**src/rtl/pixel_filter_pkg.sv**
```systemverilog
// Shared types and constants for the binary pixel window filter family.
package pixel_filter_pkg;

  typedef enum logic [1:0] {
    THRESH = 2'd0,
    ERODE  = 2'd1,
    DILATE = 2'd2,
    PASS   = 2'd3
  } filter_mode_t;

  localparam int HCOUNT_W = 11;
  localparam int VCOUNT_W = 10;
  localparam int MAX_WIN  = 25;
  localparam int COUNT_W  = 5;

  function automatic logic [COUNT_W-1:0] popcount_win(input logic [MAX_WIN-1:0] bits);
    logic [COUNT_W-1:0] cnt;
    cnt = {COUNT_W{1'b0}};
    for (int i = 0; i < MAX_WIN; i++) begin
      cnt = cnt + {{(COUNT_W-1){1'b0}}, bits[i]};
    end
    return cnt;
  endfunction

endpackage

```
**src/rtl/pixel_window_filter_if.sv**
```systemverilog
// Pixel stream bus of pixel_window_filter: master is the pixel source, slave is the filter.
// PIXEL_WINDOW_POPCOUNT_EN adds window_count_out.
interface pixel_window_filter_if;
  import pixel_filter_pkg::*;

  logic                data_valid_in;
  logic                pixel_data_in;
  logic [HCOUNT_W-1:0] hcount_in;
  logic [VCOUNT_W-1:0] vcount_in;
  logic [1:0]          mode_in;
  logic [COUNT_W-1:0]  thresh_in;
  logic                data_valid_out;
  logic                pixel_data_out;
  logic [HCOUNT_W-1:0] hcount_out;
  logic [VCOUNT_W-1:0] vcount_out;
`ifdef PIXEL_WINDOW_POPCOUNT_EN
  logic [COUNT_W-1:0]  window_count_out;
`endif

  modport master (
`ifdef PIXEL_WINDOW_POPCOUNT_EN
    input  window_count_out,
`endif
    output data_valid_in, pixel_data_in, hcount_in, vcount_in, mode_in, thresh_in,
    input  data_valid_out, pixel_data_out, hcount_out, vcount_out
  );

  modport slave (
`ifdef PIXEL_WINDOW_POPCOUNT_EN
    output window_count_out,
`endif
    input  data_valid_in, pixel_data_in, hcount_in, vcount_in, mode_in, thresh_in,
    output data_valid_out, pixel_data_out, hcount_out, vcount_out
  );

endinterface

```
**src/rtl/pixel_window_filter_line_buffer.sv**
```systemverilog
// line_buffer_nbit: LINES previous rows held per column; taps[0] is the incoming pixel,
// taps[i] is the pixel i rows above at the same column. Storage is not reset.
module line_buffer_nbit #(
  parameter int  WIDTH  = 1,
  parameter int  DEPTH  = 320,
  parameter int  LINES  = 2,
  localparam int ADDR_W = (DEPTH > 1) ? $clog2(DEPTH) : 1
) (
  input  logic                        clk,
  input  logic                        wr_en,
  input  logic [ADDR_W-1:0]           addr,
  input  logic [WIDTH-1:0]            din,
  output logic [LINES:0][WIDTH-1:0]   taps
);

  logic [WIDTH-1:0] mem_r [LINES][DEPTH];

  // Column-aligned read of every stored row plus the live pixel
  always_comb begin
    taps[0] = din;
    for (int i = 1; i <= LINES; i++) begin
      taps[i] = mem_r[i-1][addr];
    end
  end

  // Each accepted pixel pushes its column one row further back
  always_ff @(posedge clk) begin
    if (wr_en) begin
      mem_r[0][addr] <= din;
      for (int i = 1; i < LINES; i++) begin
        mem_r[i][addr] <= mem_r[i-1][addr];
      end
    end
  end

endmodule

```
**src/rtl/pixel_window_filter.sv**
```systemverilog
// K x K binary window filter (threshold/erode/dilate/pass) with window-centre coordinates.
// Define PIXEL_WINDOW_POPCOUNT_EN to also output the window ones count.
module pixel_window_filter
  import pixel_filter_pkg::*;
#(
  parameter int H_ACTIVE       = 320,
  parameter int V_ACTIVE       = 240,
  parameter int K              = 3,
  parameter int DEFAULT_THRESH = 5
) (
  input  logic                 clk_in,
  input  logic                 rst_in,
  pixel_window_filter_if.slave bus
);

  localparam int R      = (K - 1) / 2;
  localparam int KK     = K * K;
  localparam int ADDR_W = (H_ACTIVE > 1) ? $clog2(H_ACTIVE) : 1;

  logic                in_range_s;
  logic                accept_s;
  logic                frame_start_s;
  logic                emit_s;
  logic [K-1:0][0:0]   taps_s;
  logic [K-1:0][K-1:0] win_r;      // [columns back][rows back]
  logic [K-1:0][K-1:0] win_nxt_s;
  logic [KK-1:0]       win_flat_s;
  logic [COUNT_W-1:0]  ones_s;
  logic                result_s;
  filter_mode_t        mode_r;
  logic [COUNT_W-1:0]  thresh_r;
  logic                s1_valid_r;
  logic [HCOUNT_W-1:0] s1_h_r;
  logic [VCOUNT_W-1:0] s1_v_r;
  logic                valid_out_r;
  logic                pixel_out_r;
  logic [HCOUNT_W-1:0] hcount_out_r;
  logic [VCOUNT_W-1:0] vcount_out_r;

  line_buffer_nbit #(
    .WIDTH (1),
    .DEPTH (H_ACTIVE),
    .LINES (K - 1)
  ) u_line_buffer (
    .clk   (clk_in),
    .wr_en (accept_s),
    .addr  (bus.hcount_in[ADDR_W-1:0]),
    .din   (bus.pixel_data_in),
    .taps  (taps_s)
  );

  // Beat qualification and next window with zero padding on the top and left edges
  always_comb begin
    in_range_s    = (bus.hcount_in < HCOUNT_W'(H_ACTIVE)) && (bus.vcount_in < VCOUNT_W'(V_ACTIVE));
    accept_s      = bus.data_valid_in && in_range_s;
    frame_start_s = accept_s && (bus.hcount_in == {HCOUNT_W{1'b0}}) && (bus.vcount_in == {VCOUNT_W{1'b0}});
    emit_s        = (bus.hcount_in >= HCOUNT_W'(R)) && (bus.vcount_in >= VCOUNT_W'(R));
    win_nxt_s     = win_r;
    if (accept_s) begin
      // Rows above the frame top hold the previous frame's lines; the vcount compare hides them.
      for (int r = 0; r < K; r++) begin
        win_nxt_s[0][r] = (bus.vcount_in >= VCOUNT_W'(r)) ? taps_s[r][0] : 1'b0;
      end
      for (int c = 1; c < K; c++) begin
        for (int r = 0; r < K; r++) begin
          win_nxt_s[c][r] = (bus.hcount_in >= HCOUNT_W'(c)) ? win_r[c-1][r] : 1'b0;
        end
      end
    end else begin
      win_nxt_s = win_r;
    end
  end

  // Stage 1: window shift and centre coordinates
  always_ff @(posedge clk_in or posedge rst_in) begin
    if (rst_in) begin
      win_r      <= {KK{1'b0}};
      s1_valid_r <= 1'b0;
      s1_h_r     <= {HCOUNT_W{1'b0}};
      s1_v_r     <= {VCOUNT_W{1'b0}};
    end else begin
      win_r      <= win_nxt_s;
      s1_valid_r <= accept_s && emit_s;
      if (accept_s) begin
        s1_h_r <= bus.hcount_in - HCOUNT_W'(R);
        s1_v_r <= bus.vcount_in - VCOUNT_W'(R);
      end
    end
  end

  // Mode and threshold only change on the first pixel of a frame
  always_ff @(posedge clk_in or posedge rst_in) begin
    if (rst_in) begin
      mode_r   <= THRESH;
      thresh_r <= COUNT_W'(DEFAULT_THRESH);
    end else if (frame_start_s) begin
      mode_r   <= filter_mode_t'(bus.mode_in);
      thresh_r <= bus.thresh_in;
    end
  end

  // Stage 2 reduction of the window
  always_comb begin
    win_flat_s = win_r;
    ones_s     = popcount_win(MAX_WIN'(win_flat_s));
    result_s   = 1'b0;
    case (mode_r)
      THRESH:  result_s = (ones_s >= thresh_r);
      ERODE:   result_s = (ones_s == COUNT_W'(KK));
      DILATE:  result_s = (ones_s != {COUNT_W{1'b0}});
      PASS:    result_s = win_r[R][R];
      default: result_s = 1'b0;
    endcase
  end

  // Stage 2 output registers
  always_ff @(posedge clk_in or posedge rst_in) begin
    if (rst_in) begin
      valid_out_r  <= 1'b0;
      pixel_out_r  <= 1'b0;
      hcount_out_r <= {HCOUNT_W{1'b0}};
      vcount_out_r <= {VCOUNT_W{1'b0}};
    end else begin
      valid_out_r <= s1_valid_r;
      if (s1_valid_r) begin
        pixel_out_r  <= result_s;
        hcount_out_r <= s1_h_r;
        vcount_out_r <= s1_v_r;
      end
    end
  end

`ifdef PIXEL_WINDOW_POPCOUNT_EN
  logic [COUNT_W-1:0] count_out_r;

  // Ones count travels with the filtered pixel
  always_ff @(posedge clk_in or posedge rst_in) begin
    if (rst_in) begin
      count_out_r <= {COUNT_W{1'b0}};
    end else if (s1_valid_r) begin
      count_out_r <= ones_s;
    end
  end

  assign bus.window_count_out = count_out_r;
`endif

  assign bus.data_valid_out = valid_out_r;
  assign bus.pixel_data_out = pixel_out_r;
  assign bus.hcount_out     = hcount_out_r;
  assign bus.vcount_out     = vcount_out_r;

endmodule

```
**src/flat_wrapper.sv**
```systemverilog
// flat-port wrapper written by rule: the top's interface ports become plain ports
module pixel_window_filter_flat import pixel_filter_pkg::*;
#(
  parameter int H_ACTIVE       = 320,
  parameter int V_ACTIVE       = 240,
  parameter int K              = 3,
  parameter int DEFAULT_THRESH = 5
)
  (clk_in, rst_in, bus_data_valid_in, bus_pixel_data_in, bus_hcount_in, bus_vcount_in, bus_mode_in, bus_thresh_in, bus_data_valid_out, bus_pixel_data_out, bus_hcount_out, bus_vcount_out);
  pixel_window_filter_if bus_i ();
  input  logic clk_in;
  input  logic rst_in;
  input wire logic [$bits(bus_i.data_valid_in)-1:0] bus_data_valid_in;
  input wire logic [$bits(bus_i.pixel_data_in)-1:0] bus_pixel_data_in;
  input wire logic [$bits(bus_i.hcount_in)-1:0] bus_hcount_in;
  input wire logic [$bits(bus_i.vcount_in)-1:0] bus_vcount_in;
  input wire logic [$bits(bus_i.mode_in)-1:0] bus_mode_in;
  input wire logic [$bits(bus_i.thresh_in)-1:0] bus_thresh_in;
  output wire logic [$bits(bus_i.data_valid_out)-1:0] bus_data_valid_out;
  output wire logic [$bits(bus_i.pixel_data_out)-1:0] bus_pixel_data_out;
  output wire logic [$bits(bus_i.hcount_out)-1:0] bus_hcount_out;
  output wire logic [$bits(bus_i.vcount_out)-1:0] bus_vcount_out;
  assign bus_i.data_valid_in = bus_data_valid_in;
  assign bus_i.pixel_data_in = bus_pixel_data_in;
  assign bus_i.hcount_in = bus_hcount_in;
  assign bus_i.vcount_in = bus_vcount_in;
  assign bus_i.mode_in = bus_mode_in;
  assign bus_i.thresh_in = bus_thresh_in;
  assign bus_data_valid_out = bus_i.data_valid_out;
  assign bus_pixel_data_out = bus_i.pixel_data_out;
  assign bus_hcount_out = bus_i.hcount_out;
  assign bus_vcount_out = bus_i.vcount_out;
  pixel_window_filter #(.H_ACTIVE(H_ACTIVE), .V_ACTIVE(V_ACTIVE), .K(K), .DEFAULT_THRESH(DEFAULT_THRESH)) u_core (.clk_in(clk_in), .rst_in(rst_in), .bus(bus_i));
endmodule
```
**config.mk**
```make
export PLATFORM = sky130hd
export DESIGN_NAME = pixel_window_filter_flat
export DESIGN_NICKNAME = d
export VERILOG_FILES = /design/src/rtl/pixel_filter_pkg.sv /design/src/rtl/pixel_window_filter_if.sv /design/src/rtl/pixel_window_filter_line_buffer.sv /design/src/rtl/pixel_window_filter.sv /design/src/flat_wrapper.sv
export SDC_FILE = /design/constraint.sdc
export NUM_CORES = 1
export LEC_CHECK = 0
export BUFFER_PORTS_ARGS = -buffer_cell sky130_fd_sc_hd__buf_4
export CORE_MARGIN = 2
export CORE_UTILIZATION = 44
export CTS_CLUSTER_SIZE = 12
export DETAILED_ROUTE_END_ITERATION = 12
export GPL_TIMING_DRIVEN = 0
export SETUP_SLACK_MARGIN = 0.3
export SYNTH_ARGS = -nofsm -noshare
export SYNTH_HDL_FRONTEND = slang
export SYNTH_SLANG_ARGS = --single-unit
```
**constraint.sdc**
```tcl
create_clock -name clk_in -period 15.2 [get_ports clk_in]
set_input_delay 3.04 -clock clk_in [delete_from_list [all_inputs] [get_ports clk_in]]
set_output_delay 3.04 -clock clk_in [all_outputs]
set_load 0.01 [all_outputs]
```
==> results_dict.tcl, run 1 <==
set metrics [dict create \
    outcome "finished with violations" \
    violations "capacitance limit, slew limit" \
    power_mw 4.37 \
    final_area_um2 33600 \
    finClkSkew_ps 38.4 \
    synth-seq-area-share_pct 70.6 \
    crit_family "simple AND/OR/NAND/NOR gates" \
    cts_tree "built" \
    period_share_pct 51.0 \
    setup_viol 0 \
    fp.dieH_um 263 \
    place.port_buffers 50 \
    synth_cell_types 67 \
    peakVddDrop_uv 110 \
    fin_ws_ps 7440 \
    seqCellArea_um2 20700 \
    synth-seq-cells 701 \
    drive_above_1_share_pct 18.0 \
    overflow 0 \
    crit_type "in -> reg" \
    num_rows 94 \
    routabilityCongestion 0.955 \
    yosys_warnings 0 \
    fin_util_pct 50.9 \
    dp.cells 2774 \
    start_kind "input pin" \
    grt_pass1_wl_um 133000 \
    fmax_mhz 129 \
    viasPerCell 6.32 \
    ys_top_cells_by_area "edfxtp_1, mux4_2, dfrtp_1" \
    nets 2045 \
    layout_commonest_cell "edfxtp_1" \
    slew_headroom_pct -5.47 \
    hold_ws_ps 474 \
    antenna_left 0 \
    dp_slack_ps 7240 \
    crit_chain "buf_2 -> clkinv_1 -> nor2_1 -> clkbuf_1 -> nand3_1 -> clkbuf_1 -> nor2_1" \
    path_clk_slew_ps 60 \
    area_growth_syn_to_layout_pct 14.2 \
    drt_pass1_iterations 8 \
    power_density_nw_per_um2 130 \
    layout_common_cells "edfxtp_1, nor2_1, mux4_2, nand2_1, clkbuf_1" \
    hpwlAfterDp_um 62700 \
    hold_class "reg -> reg" \
    synth_top_area_share_pct 65.4 \
    synthArstFlopShare_pct 8.70 \
    cts_buffers 77 \
    grt_max_degree 126 \
    core_um2 66000 \
    synth_fp_nets 1903 \
    yosysTopAreaCell "edfxtp_1" \
    clockBufferDepth 3 \
    place_area_um2 31200 \
    start_util_pct 44.6 \
    rsz0062_at_grt "no" \
    multi_input_area_um2 7960 \
    synth_cells 1848 \
    drc_errors 0 \
    h-tree-depth 3 \
    grt_usage_pct 27.3 \
    drt_iter0_drc 2785 \
    tightest_slew_ps 1580 \
    die_w_um 263 \
    critPathMaxStageDelay_ps 1410 \
    arrival_ps 8060 \
    p_leak_nw 11.0 \
    wirelength_um 94800 \
    antenna_found_initial 7 \
    synth-edff-count 640 \
    postCtsHoldBufs 0 \
    ioPinCount 55 \
    avgSynthCellArea_um2 15.9 \
    syn_area_um2 29400 \
    drv_slew 43 \
    cts_root_buf "clkbuf_16" \
    synth_flop_cell "edfxtp_1" \
    cts_setup_buffers 0 \
    endpoint_kind "flip-flop" \
    finalNonFillerCells 2914 \
    dieArea_um2 68900 \
    wl_per_cell_um 32.5 \
    n_fill_cell 5551 \
    post_cts_resized 0 \
    grt_pass1_vias 18000 \
    num_vias 18400 \
    critical_path.max_fanout 10 \
    drv_cap 4 \
    period_needed_ps 7760 \
    fin_tns_setup_ps 0 \
    final-hold-violation-count 0 \
    cts.sinks 701 \
    worst_ep_required_time_ps 15500 \
    cp_num_buf_inv 4 \
    slowest_stage "nor2_1" \
    clk_latency_ps 630 \
]
[Yosys cell counts (all sizes together), types with 3 or more instances]
master     n
clkbuf    68
nand2     98
mux2      27
a31oi      7
mux2i     84
a32oi      5
o21ai     32
o31ai      5
dfrtp     59
nor3      19
a22oi     29
inv       21
o2111ai    3
nor4       7
nand4     14
nand2b     9
o22ai      5
a221oi     5
nor3b      4
edfxtp   640
a21oi     22
ha        18
and2       4
a211oi     6
mux4     125
xnor2     10
xor2       6
a21o       4
buf       56
a2111oi    4
nor2b      6
fa         5
nor2     349
nand3     47
and3       3
a22o      16
[final timing paths]
| check | start | to | slack [ps] | cells after the start |
|---|---|---|---|---|
| setup / recovery | bus_hcount_in[2] | u_core.u_line_buffer.mem_r[0][184] | 7440 | 7 |
| hold / removal | u_core.s1_h_r[2] | u_core.s1_h_r[2] | 470 | 2 |
| setup reg to reg | u_core.win_flat_s[1] | u_core.bus.pixel_data_out | 11120 | 15 |
| hold reg to reg | u_core.s1_h_r[2] | u_core.s1_h_r[2] | 470 | 2 |
| max in group asynchronous | rst_in | u_core.bus.vcount_out[7] | 12100 | 3 |
| min in group asynchronous | rst_in | u_core.s1_h_r[2] | 2510 | 2 |
[worst min-delay path, stage by stage, from the launching register on]
cell and delay [ps]:
dfrtp_1 340, nand2_1 40, o21ai_0 60
[per-layer routing]
metal	part of all wire [%]	global-route usage, %	up-vias
met2	45	41.3	1276
met1	38	36.7	9470
met4	4.9	11.3	12
met3	12	8.58	264
li1	-	-	7385
met5	0.084	0	-
[report_power, final]
group / total, mW / internal (mW) / leakage [nW] / switching [mW]
Combinational: 0.418 / 0.156 / 3.27 / 0.262
Sequential: 2.17 / 2.16 / 6.55 / 0.0160
Clock: 1.78 / 1.02 / 1.17 / 0.755
[kinds of logic after synthesis]
kind of cell	count (synthesis)	share of synthesized area [%]
muxes	236	13.5
and+or+nand+nor	567	8.11
buffers and inverters	146	2.43
adders and majority gates	23	1.11
DFF	701	70.6
xor gates and xnor gates	16	0.477
AOI/OAI and AO/OA	159	3.84
[flip-flops by register name (all words and copies together), names as in the netlist]
register and flops:
u_core.bus.vcount_out 10, u_core.mode_r 2, u_core.bus.pixel_data_out 1, u_core.win_flat_s 9, u_core.bus.hcount_out 11, u_core.bus.data_valid_out 1, u_core.s1_h_r 11, u_core.thresh_r 5
u_core.s1_valid_r 1, u_core.u_line_buffer.mem_r 640, u_core.s1_v_r 10
[layout make-up]
class                           count  share of cell area [%]
Sequential cell                   701                    61.8
Multi-Input combinational cell   1001                    23.7
Clock buffer                      102                    6.39
Tap cell                          864                    3.22
Timing Repair Buffer               63                    2.07
Buffer                            124                    1.89
Clock inverter                     35                   0.700
Inverter                           22                   0.246
Antenna cell                        2                  0.0149
No activity file was read; power rests on OpenSTA's default activity.
==> run 2: changes to the inputs <==
- clock period: 15.2 -> 7.45 ns (I/O delays scaled with it)
==> results_dict.tcl, run 2 (synthesized netlist as in run 1, its figures left out) <==
set metrics [dict create \
    grt_usage_pct 27.7 \
    cp_num_buf_inv 8 \
    ioPinCount 55 \
    diodes 0 \
    hpwlAfterDp_um 62400 \
    cts_tree "built" \
    outcome "finished with violations" \
    place.port_buffers 50 \
    cp_common_cell "buf_16" \
    power_mw 8.75 \
    cts_root_buf "clkbuf_16" \
    peakVddDrop_uv 154 \
    power_density_nw_per_um2 262 \
    finClkSkew_ps 37.4 \
    cts_setup_buffers 0 \
    arrival_ps 6590 \
    rsz0062_at_grt "no" \
    final-hold-violation-count 0 \
    tightest_slew_ps 1550 \
    nets 2042 \
    overflow 0 \
    num_vias 18300 \
    dieArea_um2 68900 \
    holdCritStartpoint "u_core.s1_v_r[6]" \
    core_um2 66000 \
    r2r_end "u_core.bus.pixel_data_out" \
    start_kind "input pin" \
    viasPerCell 6.31 \
    crit_cells 14 \
    dp.cells 2774 \
    antenna_left 0 \
    hold_class "reg -> reg" \
    fin_tns_setup_ps 0 \
    crit_family "buffers and inverters" \
    critPathMaxStageDelay_ps 1090 \
    cts_buffers 75 \
    area_growth_syn_to_layout_pct 13.5 \
    rrSetupSlack_ps 3260 \
    crit_chain "buf_2 -> inv_1 -> buf_1 -> buf_2 -> nand2_1 -> a21oi_1 -> a221oi_2 -> a41oi_1 -> nor3_1 -> o21ai_4 -> buf_16 -> buf_16 -> buf_12 -> buf_16" \
    setup.worst_path.start "bus_hcount_in[3]" \
    antenna_found_initial 3 \
    wl_per_cell_um 33.0 \
    endpoint_kind "flip-flop" \
    dp_slack_ps 888 \
    post_cts_resized 0 \
    fin_util_pct 50.6 \
    hold_end "u_core.s1_v_r[6]" \
    finalNonFillerCells 2901 \
    final_area_um2 33400 \
    drv_cap 3 \
    regMostFlops "u_core.u_line_buffer.mem_r" \
    drc_errors 0 \
    layout_commonest_cell "edfxtp_1" \
    cts.sinks 701 \
    setup_viol 0 \
    violations "capacitance limit, slew limit" \
    crit_type "in -> reg" \
    layout_common_cells "edfxtp_1, nor2_1, mux4_2, nand2_1, mux2i_1" \
    drt_iter0_drc 2873 \
    drt_pass1_iterations 6 \
    largest_reg_flops 640 \
    die_w_um 263 \
    hold_depth 2 \
    grt_pass1_wl_um 135000 \
    drv_slew 32 \
    fmax_mhz 163 \
    fp.dieH_um 263 \
    critical_path.max_fanout 35 \
    hold_ws_ps 471 \
    num_rows 94 \
    reg2reg_from "u_core.win_flat_s[1]" \
    slew_headroom_pct -3.20 \
    drive_above_1_share_pct 17.4 \
    grt_max_degree 146 \
    clk_latency_ps 650 \
    slowest_stage "buf_1" \
    period_share_pct 82.3 \
    grt_pass1_vias 18300 \
    clockBufferDepth 3 \
    h-tree-depth 3 \
    path_clk_slew_ps 60 \
    postCtsHoldBufs 0 \
    start_util_pct 44.6 \
    wirelength_um 95700 \
    period_needed_ps 6130 \
    routabilityCongestion 0.975 \
    p_leak_nw 10.9 \
    worst_ep_required_time_ps 7910 \
    place_area_um2 31200 \
    r2r_cells 15 \
    fin_ws_ps 1320 \
]
[run 2: changes by cell type in the layout (fill, tap and decap cells not counted), sizes merged, moves of 2 or more]
| cell | change |
|---|---|
| clkbuf | -6 |
| inv | +2 |
| diode | -2 |
| clkinv | -4 |
[run 2: power by group]
group | internal [mW] | leakage (nW) | switching [mW]
clock | 1.93 | 1.07 | 1.52
combinational | 0.323 | 3.27 | 0.541
sequential | 4.40 | 6.55 | 0.0331
total | 6.66 | 10.9 | 2.09
[run 2: worst register-to-register path: stages (launching register included)]
cell and delay, ps:
dfrtp_1 410, ha_1 290, inv_1 50, fa_1 510, fa_1 440, fa_1 490
inv_1 40, ha_1 200, fa_1 550, ha_1 240, a21o_1 150, a21o_1 160
a21oi_1 140, o31ai_1 90, mux2i_1 180, a21oi_1 90
[run 2: cell type report]
class	instances	area [µm²]
Fill cell	5516	32600
Sequential cell	701	20700
Multi-Input combinational cell	1001	7960
Clock buffer	96	2010
Tap cell	864	1080
Timing Repair Buffer	62	676
Buffer	124	637
Clock inverter	31	193
Inverter	22	82.6
[run 2: how the worst max path moves through the flow]
stage,to
global placement,u_core.u_line_buffer.mem_r[0][460]
CTS,u_core.u_line_buffer.mem_r[0][341]
detailed placement,u_core.u_line_buffer.mem_r[0][337]
global route,u_core.u_line_buffer.mem_r[0][343]
floorplan,u_core.u_line_buffer.mem_r[0][320]
finish,u_core.u_line_buffer.mem_r[0][537]
[run 2: per-layer routing]
layer | track usage (%) | wire length (µm)
met1 | 37.4 | 36300
met2 | 41.9 | 42900
met3 | 7.34 | 11300
met4 | 13.1 | 5090
met5 | 0 | 36
